**src/rtl/multicycle_control_unit.sv**
```systemverilog
// rtl/multicycle_control_unit.sv - multi-cycle KGP-RISC control FSM with memory handshake and illegal detection
// Define ILLEGAL_TRAP_EN to park illegal instructions in TRAP; otherwise they retire as NOPs.
module multicycle_control_unit #(
  parameter int OP_W     = 6,
  parameter int FN_W     = 6,
  parameter int ALUCTR_W = 3,
  parameter int MEM_TMO  = 15
) (
  input  logic                clk,
  input  logic                rst_n,
  input  logic                instr_valid,
  input  logic [OP_W-1:0]     opcode,
  input  logic [FN_W-1:0]     fn,
  input  logic                mem_ready,
  output logic                ir_we,
  output logic                pc_we,
  output logic                mem_req,
  output logic                memread,
  output logic                memwrite,
  output logic                memtoreg,
  output logic                regwrite,
  output logic [1:0]          regdst,
  output logic [1:0]          alusrc,
  output logic [ALUCTR_W-1:0] aluctr,
  output logic [1:0]          flag,
  output logic                branch,
  output logic                brnoeq,
  output logic                gotoreg,
  output logic                onlygoto,
  output logic                call,
  output logic                ret,
  output logic [2:0]          state,
  output logic                mem_tmo,
  output logic                illegal
);

  typedef enum logic [2:0] {
    S_FETCH  = 3'b000,
    S_DECODE = 3'b001,
    S_EXEC   = 3'b010,
    S_MEM    = 3'b011,
    S_WB     = 3'b100,
    S_BRANCH = 3'b101,
    S_TRAP   = 3'b110
  } state_t;

  typedef enum logic [2:0] {K_ALU, K_LOAD, K_STORE, K_BR, K_CALL, K_RET, K_NOP} kind_t;

  localparam int CNT_W = (MEM_TMO < 2) ? 1 : $clog2(MEM_TMO + 1);

  localparam logic [OP_W-1:0] OP_RTYPE = OP_W'(0);
  localparam logic [OP_W-1:0] OP_LOAD  = OP_W'(1);
  localparam logic [OP_W-1:0] OP_STORE = OP_W'(2);
  localparam logic [OP_W-1:0] OP_ADDI  = OP_W'(33);
  localparam logic [OP_W-1:0] OP_COMPI = OP_W'(34);
  localparam logic [OP_W-1:0] OP_SHLL  = OP_W'(35);
  localparam logic [OP_W-1:0] OP_SHRL  = OP_W'(36);
  localparam logic [OP_W-1:0] OP_SHRA  = OP_W'(37);
  localparam logic [OP_W-1:0] OP_BC0   = OP_W'(49);
  localparam logic [OP_W-1:0] OP_BC1   = OP_W'(50);
  localparam logic [OP_W-1:0] OP_BC2   = OP_W'(51);
  localparam logic [OP_W-1:0] OP_BC3   = OP_W'(52);
  localparam logic [OP_W-1:0] OP_BC4   = OP_W'(53);
  localparam logic [OP_W-1:0] OP_BC5   = OP_W'(54);
  localparam logic [OP_W-1:0] OP_BC6   = OP_W'(55);
  localparam logic [OP_W-1:0] OP_BC7   = OP_W'(56);
  localparam logic [OP_W-1:0] OP_B     = OP_W'(57);
  localparam logic [OP_W-1:0] OP_BR    = OP_W'(58);
  localparam logic [OP_W-1:0] OP_RET   = OP_W'(60);
  localparam logic [OP_W-1:0] OP_CALL  = OP_W'(61);

  state_t              state_q, state_d;
  kind_t               kind_q, kind_d;
  logic [OP_W-1:0]     op_q, op_d;
  logic [FN_W-1:0]     fn_q, fn_d;
  logic [CNT_W-1:0]    cnt_q, cnt_d;
  logic                mem_tmo_q, mem_tmo_d;
  logic                illegal_q, illegal_d;
  logic [ALUCTR_W-1:0] aluctr_q, aluctr_d;
  logic [1:0]          alusrc_q, alusrc_d;
  logic [1:0]          regdst_q, regdst_d;
  logic [1:0]          flag_q, flag_d;
  logic                brnoeq_q, brnoeq_d;
  logic                memtoreg_q, memtoreg_d;
  logic                gotoreg_q, gotoreg_d;
  logic                onlygoto_q, onlygoto_d;

  kind_t               dec_kind;
  logic                dec_illegal;
  logic [ALUCTR_W-1:0] dec_aluctr;
  logic [1:0]          dec_alusrc, dec_regdst, dec_flag;
  logic                dec_brnoeq, dec_memtoreg, dec_gotoreg, dec_onlygoto;

  // Decode of the latched instruction word; only consumed while in DECODE.
  always_comb begin
    dec_kind     = K_NOP;
    dec_illegal  = 1'b0;
    dec_aluctr   = '0;
    dec_alusrc   = 2'b00;
    dec_regdst   = 2'b00;
    dec_flag     = 2'b00;
    dec_brnoeq   = 1'b0;
    dec_memtoreg = 1'b0;
    dec_gotoreg  = 1'b0;
    dec_onlygoto = 1'b0;
    case (op_q)
      OP_RTYPE: begin
        if (fn_q >= FN_W'(1) && fn_q <= FN_W'(7)) begin
          dec_kind   = K_ALU;
          dec_aluctr = ALUCTR_W'(fn_q[2:0]);
        end else begin
          dec_illegal = 1'b1;
        end
      end
      OP_LOAD: begin
        dec_kind     = K_LOAD;
        dec_regdst   = 2'b01;
        dec_alusrc   = 2'b01;
        dec_aluctr   = ALUCTR_W'(3'b001);
        dec_memtoreg = 1'b1;
      end
      OP_STORE: begin
        dec_kind   = K_STORE;
        dec_alusrc = 2'b01;
        dec_aluctr = ALUCTR_W'(3'b001);
      end
      OP_ADDI:  begin dec_kind = K_ALU; dec_alusrc = 2'b10; dec_aluctr = ALUCTR_W'(3'b001); end
      OP_COMPI: begin dec_kind = K_ALU; dec_alusrc = 2'b10; dec_aluctr = ALUCTR_W'(3'b000); end
      OP_SHLL:  begin dec_kind = K_ALU; dec_alusrc = 2'b10; dec_aluctr = ALUCTR_W'(3'b101); end
      OP_SHRL:  begin dec_kind = K_ALU; dec_alusrc = 2'b10; dec_aluctr = ALUCTR_W'(3'b110); end
      OP_SHRA:  begin dec_kind = K_ALU; dec_alusrc = 2'b10; dec_aluctr = ALUCTR_W'(3'b111); end
      OP_BC0, OP_BC1: begin dec_kind = K_BR; dec_flag = 2'b00; dec_brnoeq = op_q[0]; end
      OP_BC2, OP_BC3: begin dec_kind = K_BR; dec_flag = 2'b01; dec_brnoeq = op_q[0]; end
      OP_BC4, OP_BC5: begin dec_kind = K_BR; dec_flag = 2'b11; dec_brnoeq = op_q[0]; end
      OP_BC6, OP_BC7: begin dec_kind = K_BR; dec_flag = 2'b10; dec_brnoeq = op_q[0]; end
      OP_B:     begin dec_kind = K_BR; dec_onlygoto = 1'b1; end
      OP_BR:    begin dec_kind = K_BR; dec_gotoreg = 1'b1; dec_onlygoto = 1'b1; end
      OP_RET:   begin dec_kind = K_RET; dec_gotoreg = 1'b1; dec_onlygoto = 1'b1; end
      OP_CALL:  begin dec_kind = K_CALL; dec_onlygoto = 1'b1; dec_regdst = 2'b10; end
      default:  dec_illegal = 1'b1;
    endcase
  end

  always_comb begin
    state_d    = state_q;
    kind_d     = kind_q;
    op_d       = op_q;
    fn_d       = fn_q;
    cnt_d      = cnt_q;
    mem_tmo_d  = mem_tmo_q;
`ifdef ILLEGAL_TRAP_EN
    illegal_d  = illegal_q;
`else
    illegal_d  = 1'b0;
`endif
    aluctr_d   = aluctr_q;
    alusrc_d   = alusrc_q;
    regdst_d   = regdst_q;
    flag_d     = flag_q;
    brnoeq_d   = brnoeq_q;
    memtoreg_d = memtoreg_q;
    gotoreg_d  = gotoreg_q;
    onlygoto_d = onlygoto_q;
    ir_we      = 1'b0;
    pc_we      = 1'b0;
    mem_req    = 1'b0;
    memread    = 1'b0;
    memwrite   = 1'b0;
    regwrite   = 1'b0;
    branch     = 1'b0;
    call       = 1'b0;
    ret        = 1'b0;
    case (state_q)
      S_FETCH: begin
        if (instr_valid) begin
          ir_we   = 1'b1;
          op_d    = opcode;
          fn_d    = fn;
          state_d = S_DECODE;
        end
      end
      S_DECODE: begin
        aluctr_d   = dec_aluctr;
        alusrc_d   = dec_alusrc;
        regdst_d   = dec_regdst;
        flag_d     = dec_flag;
        brnoeq_d   = dec_brnoeq;
        memtoreg_d = dec_memtoreg;
        gotoreg_d  = dec_gotoreg;
        onlygoto_d = dec_onlygoto;
        kind_d     = dec_kind;
        cnt_d      = '0;
        if (dec_illegal) begin
          illegal_d = 1'b1;
`ifdef ILLEGAL_TRAP_EN
          state_d   = S_TRAP;
`else
          state_d   = S_WB;
`endif
        end else if (dec_kind == K_ALU) begin
          state_d = S_EXEC;
        end else if (dec_kind == K_LOAD || dec_kind == K_STORE) begin
          state_d = S_MEM;
        end else begin
          state_d = S_BRANCH;
        end
      end
      S_EXEC: state_d = S_WB;
      S_MEM: begin
        mem_req  = 1'b1;
        memread  = (kind_q == K_LOAD);
        memwrite = (kind_q == K_STORE);
        if (mem_ready) begin
          cnt_d = '0;
          if (kind_q == K_LOAD) begin
            state_d = S_WB;
          end else begin
            pc_we   = 1'b1;
            state_d = S_FETCH;
          end
        end else if (MEM_TMO != 0 && cnt_q == CNT_W'(MEM_TMO - 1)) begin
          // This cycle is the MEM_TMO-th wait: abandon the access and move on.
          mem_tmo_d = 1'b1;
          pc_we     = 1'b1;
          cnt_d     = '0;
          state_d   = S_FETCH;
        end else if (MEM_TMO != 0) begin
          cnt_d = cnt_q + 1'b1;
        end
      end
      S_WB: begin
        regwrite = (kind_q != K_NOP);
        pc_we    = 1'b1;
        state_d  = S_FETCH;
      end
      S_BRANCH: begin
        branch   = 1'b1;
        pc_we    = 1'b1;
        call     = (kind_q == K_CALL);
        regwrite = (kind_q == K_CALL);
        ret      = (kind_q == K_RET);
        state_d  = S_FETCH;
      end
      S_TRAP:  state_d = S_TRAP;
      default: state_d = S_FETCH;
    endcase
  end

  always_ff @(posedge clk or negedge rst_n) begin
    if (!rst_n) begin
      state_q    <= S_FETCH;
      kind_q     <= K_ALU;
      op_q       <= '0;
      fn_q       <= '0;
      cnt_q      <= '0;
      mem_tmo_q  <= 1'b0;
      illegal_q  <= 1'b0;
      aluctr_q   <= '0;
      alusrc_q   <= 2'b00;
      regdst_q   <= 2'b00;
      flag_q     <= 2'b00;
      brnoeq_q   <= 1'b0;
      memtoreg_q <= 1'b0;
      gotoreg_q  <= 1'b0;
      onlygoto_q <= 1'b0;
    end else begin
      state_q    <= state_d;
      kind_q     <= kind_d;
      op_q       <= op_d;
      fn_q       <= fn_d;
      cnt_q      <= cnt_d;
      mem_tmo_q  <= mem_tmo_d;
      illegal_q  <= illegal_d;
      aluctr_q   <= aluctr_d;
      alusrc_q   <= alusrc_d;
      regdst_q   <= regdst_d;
      flag_q     <= flag_d;
      brnoeq_q   <= brnoeq_d;
      memtoreg_q <= memtoreg_d;
      gotoreg_q  <= gotoreg_d;
      onlygoto_q <= onlygoto_d;
    end
  end

  assign state    = state_q;
  assign mem_tmo  = mem_tmo_q;
  assign illegal  = illegal_q;
  assign aluctr   = aluctr_q;
  assign alusrc   = alusrc_q;
  assign regdst   = regdst_q;
  assign flag     = flag_q;
  assign brnoeq   = brnoeq_q;
  assign memtoreg = memtoreg_q;
  assign gotoreg  = gotoreg_q;
  assign onlygoto = onlygoto_q;

endmodule

```
**config.mk**
```make
export PLATFORM = sky130hd
export DESIGN_NAME = multicycle_control_unit
export DESIGN_NICKNAME = d
export VERILOG_FILES = /design/src/rtl/multicycle_control_unit.sv
export SDC_FILE = /design/constraint.sdc
export NUM_CORES = 1
export LEC_CHECK = 0
export CORE_ASPECT_RATIO = 1.5
export CORE_MARGIN = 5
export CORE_UTILIZATION = 51
export DETAILED_ROUTE_END_ITERATION = 10
export PLACE_DENSITY = 0.86
export SYNTH_ARGS = -nofsm -noshare
export SYNTH_HDL_FRONTEND = slang
export SYNTH_SLANG_ARGS = --single-unit
```
**constraint.sdc**
```tcl
create_clock -name clk -period 2.5 [get_ports clk]
set_clock_uncertainty 0.2 [all_clocks]
set_input_delay 0.375 -clock clk [delete_from_list [all_inputs] [get_ports clk]]
set_output_delay 0.375 -clock clk [all_outputs]
set_load 0.02 [all_outputs]
```
==> out/metrics.yaml, run 1 <==
status:
  outcome: "completed"
finish:
  n_antenna_cell: 0
  nNetsFinal: 260
  mostFrequentLayoutCells: "36 x sky130_fd_sc_hd__clkdlybuf4s50_1, 34 x sky130_fd_sc_hd__dfrtp_1, 29 x sky130_fd_sc_hd__nand2_1, 15 x sky130_fd_sc_hd__nor2_1, 12 x sky130_fd_sc_hd__o21ai_0"
  layout-drive-gt1-share_pct: 14.0
  most_frequent_standard_cell_in_the_layout_excluding_fill_and_tap_cells: "sky130_fd_sc_hd__clkdlybuf4s50_1"
  final_util_pct: 64.6
  design_area_um2: 2510
  layout-area-overhead-vs-synth_pct: 25.1
drt:
  vias: 1671
  detail_route.first_pass.iterations: 4
  dr.first_iter.drc_count: 64
  detail_route.drc_violations: 0
  post_drt_wl_per_cell_um: 14.9
  routed_via_density: 5.80
  detail-route-antenna-nets: 0
  routed_wl_um: 4300
placement:
  pre_cts_ws_ps: 88.0
  place.port_buffers: 42
  dpl.hpwl_um: 3160
  finalWeightedCongestion: 0.812
  dpl-instance-area_um2: 2420
timing:
  timing.setup.tns_ps: 0
  post-route-min-period_ps: 2380
  fmax_ghz: 0.421
  max_slew_margin_pct: 51.3
  final_max_slew_viol_count: 0
  post-route-period-util_pct: 95.0
  finalSetupViolations: 0
  report.final.hold_viol_count: 0
  setup_repair_after_global_routing_missed_its_margin: "no"
  final.setup.worst_slack_ps: 125
  max_slew.worst_pin.slew_ps: 728
clock_network:
  clock_buffer_count_from_cts: 5
  clk_latency_ps: 290
  cts_sinks: 36
  cts_tree: "built"
  clock_tree.htree_level_count: 2
  cts.clk_slew.worst_paths_ps: 70
  cts-hold-fix-buffers: 0
  cts_root_buf: "sky130_fd_sc_hd__clkbuf_8"
  clk_path_buf_depth: 2
  cts_post_setup_buffers_inserted: 0
floorplanning:
  core.rowCount: 28
  fp.coreArea_um2: 3890
  floorplan.initialDensity_pct: 51.7
  die_area_um2: 5320
  io_pins: 43
  die_y_um: 86.9
  die_w_um: 61.3
power_and_ir_drop:
  maximum_ir_drop_on_the_vdd_rail_v: 0.000778
  p_leak_nw: 1.11
  overall_power_after_layout_w: 0.00304
  power-per-cell-area_nw_per_um2: 1210
setup_path:
  critical_path.slowest_cell: "sky130_fd_sc_hd__clkdlybuf4s50_1"
  critPathBufInv: 1
  timing.critical_path.slowest_cell_delay_ps: 640
  worstSetupPathType: "reg2out"
  critical_path.startpoint_type: "flip-flop"
  critical_path.cell_chain: "nand2b_1 -> a311oi_1 -> clkdlybuf4s50_1"
  crit_family: "buffers and inverters"
  cp-end-kind: "primary output"
  cp_max_fo: 5
  timing.critical_path.arrival_ps: 1800
  timing.critical_path.required_ps: 1920
yosys:
  ys_seq_elements: 36
  main_flop_type_after_synthesis: "sky130_fd_sc_hd__dfrtp_1"
  synth.net_count: 221
  synth_cell_type_count: 56
  synthCells: 203
  postSynth.asyncResetShare_pct: 100
  synth_warnings: 0
  per_instance_average_area_after_synthesis_um2: 9.90
  synth-edff-count: 0
  sequential_cell_area_fraction_in_the_yosys_report_pct: 44.8
  synth.cell_area_um2: 2010
grt:
  initial_antenna_violation_count: 0
  groute.usage.overall_pct: 18.6
  grt_pass1_vias: 1621
  largest_net_degree_at_the_start_of_global_routing: 37
  grt_pass1_wl_um: 7360
  globalRoute.totalOverflow: 0
job:
  cap_viol_max_count: 0
hold_path:
  timing.hold.worst.class: "reg2reg"
through the flow:
step           hold slack [ps]  instances
6_report                   266        288
5_1_grt                    300        288
4_1_cts                    271        288
3_5_place_dp               256        280
3_3_place_gp               254        280
2_1_floorplan             -121        203
power breakdown:
| part | total, W | internal (W) | switching, W |
|---|---|---|---|
| logic | 0.00150 | 0.000708 | 0.000796 |
| clock network | 0.000406 | 0.000194 | 0.000212 |
| registers | 0.00113 | 0.000803 | 0.000332 |
| total | 0.00304 | 0.00170 | 0.00134 |
tightest hold or removal path, delay by kind of cell, from the launching register on:
| family | cells | cell delay, ps |
|---|---|---|
| simple gates | 2 | 90 |
| flops | 1 | 340 |
final cells by class:
type / instances / area [um2]
fillers: 305 / 1380
multi-input cells: 146 / 982
flip-flops and latches: 36 / 903
repair buffers: 46 / 458
clock buffers: 5 / 68.8
well taps: 45 / 56.3
inverters: 7 / 26.3
clock inverters: 3 / 18.8
worst paths after layout:
check | to | start | cells past startpoint | slack, ps
hold / removal | flag[0]$_DFFE_PN0P_ | flag[0]$_DFFE_PN0P_ | 2 | 270
setup reg to reg | state[2]$_DFFE_PN0P_ | op_q[3]$_DFFE_PN0P_ | 5 | 440
hold reg to reg | flag[0]$_DFFE_PN0P_ | flag[0]$_DFFE_PN0P_ | 2 | 270
min in group asynchronous | fn_q[1]$_DFFE_PN0P_ | rst_n | 2 | 290
max in group asynchronous | state[2]$_DFFE_PN0P_ | rst_n | 2 | 1480
setup / recovery | regwrite | state[1]$_DFFE_PN0P_ | 3 | 120
state kept, by name (all words and copies together) (netlist names):
signal    count
fn_q          6
op_q          6
cnt_q         4
aluctr        3
kind_q        3
state         3
alusrc        2
flag          2
brnoeq        1
gotoreg       1
illegal       1
mem_tmo       1
memtoreg      1
onlygoto      1
regdst        1
cells in the mapped netlist (3+ instances only):
master                     count  area share [%]
sky130_fd_sc_hd__nand2_1      29             5.4
sky130_fd_sc_hd__a31oi_1       3            0.93
sky130_fd_sc_hd__nand3_1       4             1.0
sky130_fd_sc_hd__nor2_1       15             2.8
sky130_fd_sc_hd__nor3_1        8             2.0
sky130_fd_sc_hd__o21ai_0      12             3.0
sky130_fd_sc_hd__o21ai_1       3            0.75
sky130_fd_sc_hd__a21oi_1       6             1.5
sky130_fd_sc_hd__nand2b_1      7             2.2
sky130_fd_sc_hd__buf_2         5             1.2
sky130_fd_sc_hd__buf_6         3             1.7
sky130_fd_sc_hd__dfrtp_1      36              45
sky130_fd_sc_hd__inv_1         7             1.3
sky130_fd_sc_hd__buf_4         5             1.9
sky130_fd_sc_hd__mux2_2       10             5.6
per-layer routing:
layer	vias up	track usage (%)	wire length (um)
met4	0	8.28	76
met5	-	0	0
met3	6	4.30	270
met2	60	31.4	2280
met1	799	21.8	1670
li1	806	-	-
logic make-up (layout without fill, tap and decap cells):
kind of cell,Yosys count,count (layout),synth area share [%]
flops,36,36,44.8
buf+inv,21,61,6.29
mux,10,10,5.60
simple gates,77,77,20.4
compound gates,54,54,20.2
xor+xnor,2,2,0.872
fa+ha+maj,3,3,1.74
what timing repair did:
item,in CTS,in global routing
resized for setup,4,4
setup endpoints to repair,3,4
hold endpoints to repair,0,0
Power figures use the tool's default switching activity.
==> run 2: changes to the inputs <==
--- a/config.mk
+++ b/config.mk
@@ -10,6 +10,7 @@
 export CORE_UTILIZATION = 51
 export DETAILED_ROUTE_END_ITERATION = 10
 export PLACE_DENSITY = 0.86
+export SLEW_MARGIN = 10
 export SYNTH_ARGS = -nofsm -noshare
 export SYNTH_HDL_FRONTEND = slang
 export SYNTH_SLANG_ARGS = --single-unit
==> results of run 2 <==
The final DEF is identical to that of run 1; final timing and power are the same.
==> edit: new RTL, settings of run 2 <==
Encoding of `kind_t`: now one-hot (7 bits for 7 values).
--- a/src/rtl/multicycle_control_unit.sv
+++ b/src/rtl/multicycle_control_unit.sv
@@ -46,3 +46,3 @@
 
-  typedef enum logic [2:0] {K_ALU, K_LOAD, K_STORE, K_BR, K_CALL, K_RET, K_NOP} kind_t;
+  typedef enum logic [6:0] {K_ALU = 7'b0000001, K_LOAD = 7'b0000010, K_STORE = 7'b0000100, K_BR = 7'b0001000, K_CALL = 7'b0010000, K_RET = 7'b0100000, K_NOP = 7'b1000000} kind_t;
 
Formal check against the unedited RTL: no difference found for any inputs over 10 cycles, from zero or initial values and one cycle with rst_n low; not proved beyond that.
==> edit against run 2 <==
- the flow now finishes with violations (negative hold slack)
- power decreased by 1.2%
- sequential cell count increased by 4
- combinational power decreased by 3%
- critical path depth increased by 2
- wire length increased by 8.4%
- area after synthesis increased by 4.9%
- setup slack improved by 0.021 ns
- cell area increased by 6.6%
- maximum frequency increased by 0.89%
- first-iteration DRC count increased by 44%
==> edit: results (changes against run 2) <==
[worst_setup_path]
cp_slowest_cell=dfrtp_2
cp.arrival_ns=1.78  ; -0.02 ns
r2r_cells=4  ; -1
crit_family=simple AND/OR/NAND/NOR gates
r2r_end=gotoreg
timing.reg2reg.setup_slack_ns=0.47  ; +0.03 ns
critPathLaunch=state[0]
critPathMaxFanout=9  ; +4
cp_slowest_stage_delay_ns=0.46  ; -0.18 ns

[synth]
syn_nets=230  ; +4.1%
synth_compound_area_frac=0.1568  ; -0.04560
synth_cell_type_count=54  ; -3.6%
synthesis.instances=212  ; +4.4%
yosysSeqAreaShare=0.4757  ; +0.02733
synth_xor_area_frac=0.004157  ; -0.004561
synthTopCellsByArea=dfrtp_1 (46%), mux2_2 (6.9%), nand2_1 (5.7%), o21ai_0 (3.8%), and3b_1 (1.7%)
synth_mux_area_frac=0.07423  ; +0.01819
synthAdderAreaFrac=0.01188  ; -0.005558
synthTopCellsByCount=dfrtp_1 (39), nand2_1 (32), o21ai_0 (16)

[status]
outcome=finished, violations left
violations=negative hold slack

[detailed_routing]
wl_met2_um=2365  ; +3.6%
route.met3.wl_um=233  ; -14%
dr_total_vias=1759  ; +5.3%
top_layer=met4
post_drt_wl_per_cell_um=15.45  ; +3.4%
drt-met1-wl_um=1899  ; +14%

[sta]
timing.hold.ws_ns=-0.01035  ; -0.2762 ns
timing.final.crit_share=0.9417  ; -0.008365
slew_headroom=0.4284  ; -0.08430
finalHoldViolations=18  ; +18

[grt]
use_met2=0.3189  ; +0.004802
grtUsageTotal=0.1830  ; -0.003355
grt_pass1_vias=1714  ; +5.7%
grt_max_degree=41  ; +11%
met3_usage=0.04066  ; -0.002366

[power_and_ir_drop]
p_leak_nw=1.208  ; +8.6%
peakVddDrop_v=0.0007734  ; -0.63%

[final_layout]
stdcell_count=302  ; +4.9%
nets=274  ; +5.4%
drive_gt1_frac=0.1634  ; +0.02351
top_regs=kind_q (7), fn_q (6), op_q (6)

[placement]
pre_cts_ws_ns=0.08346  ; -0.004504 ns
place_inst=294  ; +5.0%

[edit: cell count changes in the layout (fill, tap and decap cells not counted), moves of 4 or more]
cell,change
buf_4,+7
dfrtp_1,+4
inv_1,-4
nor2_1,-7
nor2b_1,+4
nor3_1,-4
o21ai_0,+4
[edit: how the worst min path moves through the flow]
stage | to | slack, ns | depth (start not counted)
after global routing | cnt_q[2] | 0.06 | 1
after detailed placement | regdst[1] | 0.28 | 2
after global placement | mem_tmo | 0.26 | 1
after floorplan | aluctr[0] | -0.12 | 0
final | cnt_q[2] | -0.01 | 1
after CTS | cnt_q[2] | 0.02 | 1
[edit: per-stage QoR]
step / area [µm²] / hold WS [ns]
after detailed placement: 2585 / 0.2767
after global placement: 2585 / 0.2595
after CTS: 2671 / 0.01906
after floorplan: 2107 / -0.1206
after global routing: 2680 / 0.06442
final: 2680 / -0.01035
[edit: area by class of cell]
class                      instances  area, µm²
timing repair buffer              53      500.5
clock buffer                       8      90.09
inverter                           3      11.26
tap                               45      56.30
multi-input combinational        153       1018
fill                             325       1279
sequential                        40       1003
[edit: worst register-to-register path: cells and delay by family, from the launching register on]
kind,cells,cell delay [ns]
and+or+nand+nor,1,0.57
DFF,1,0.43
buffers and inverters,2,0.47
AOI/OAI and AO/OA,1,0.25
[edit: repair_timing]
item,CTS,global route
setup endpoints to repair,6,3
pin swaps,0,0
resized for setup,5,4
cloned,0,0
[edit: power groups by stage]
stage | clock, mW | sequential (mW) | combinational (mW)
floorplan | 0 | 1.10 | 0.986
global placement | 0 | 1.11 | 1.44
detailed placement | 0 | 1.12 | 1.47
CTS | 0.447 | 1.11 | 1.47
global route | 0.480 | 1.15 | 1.61
finish | 0.435 | 1.11 | 1.46
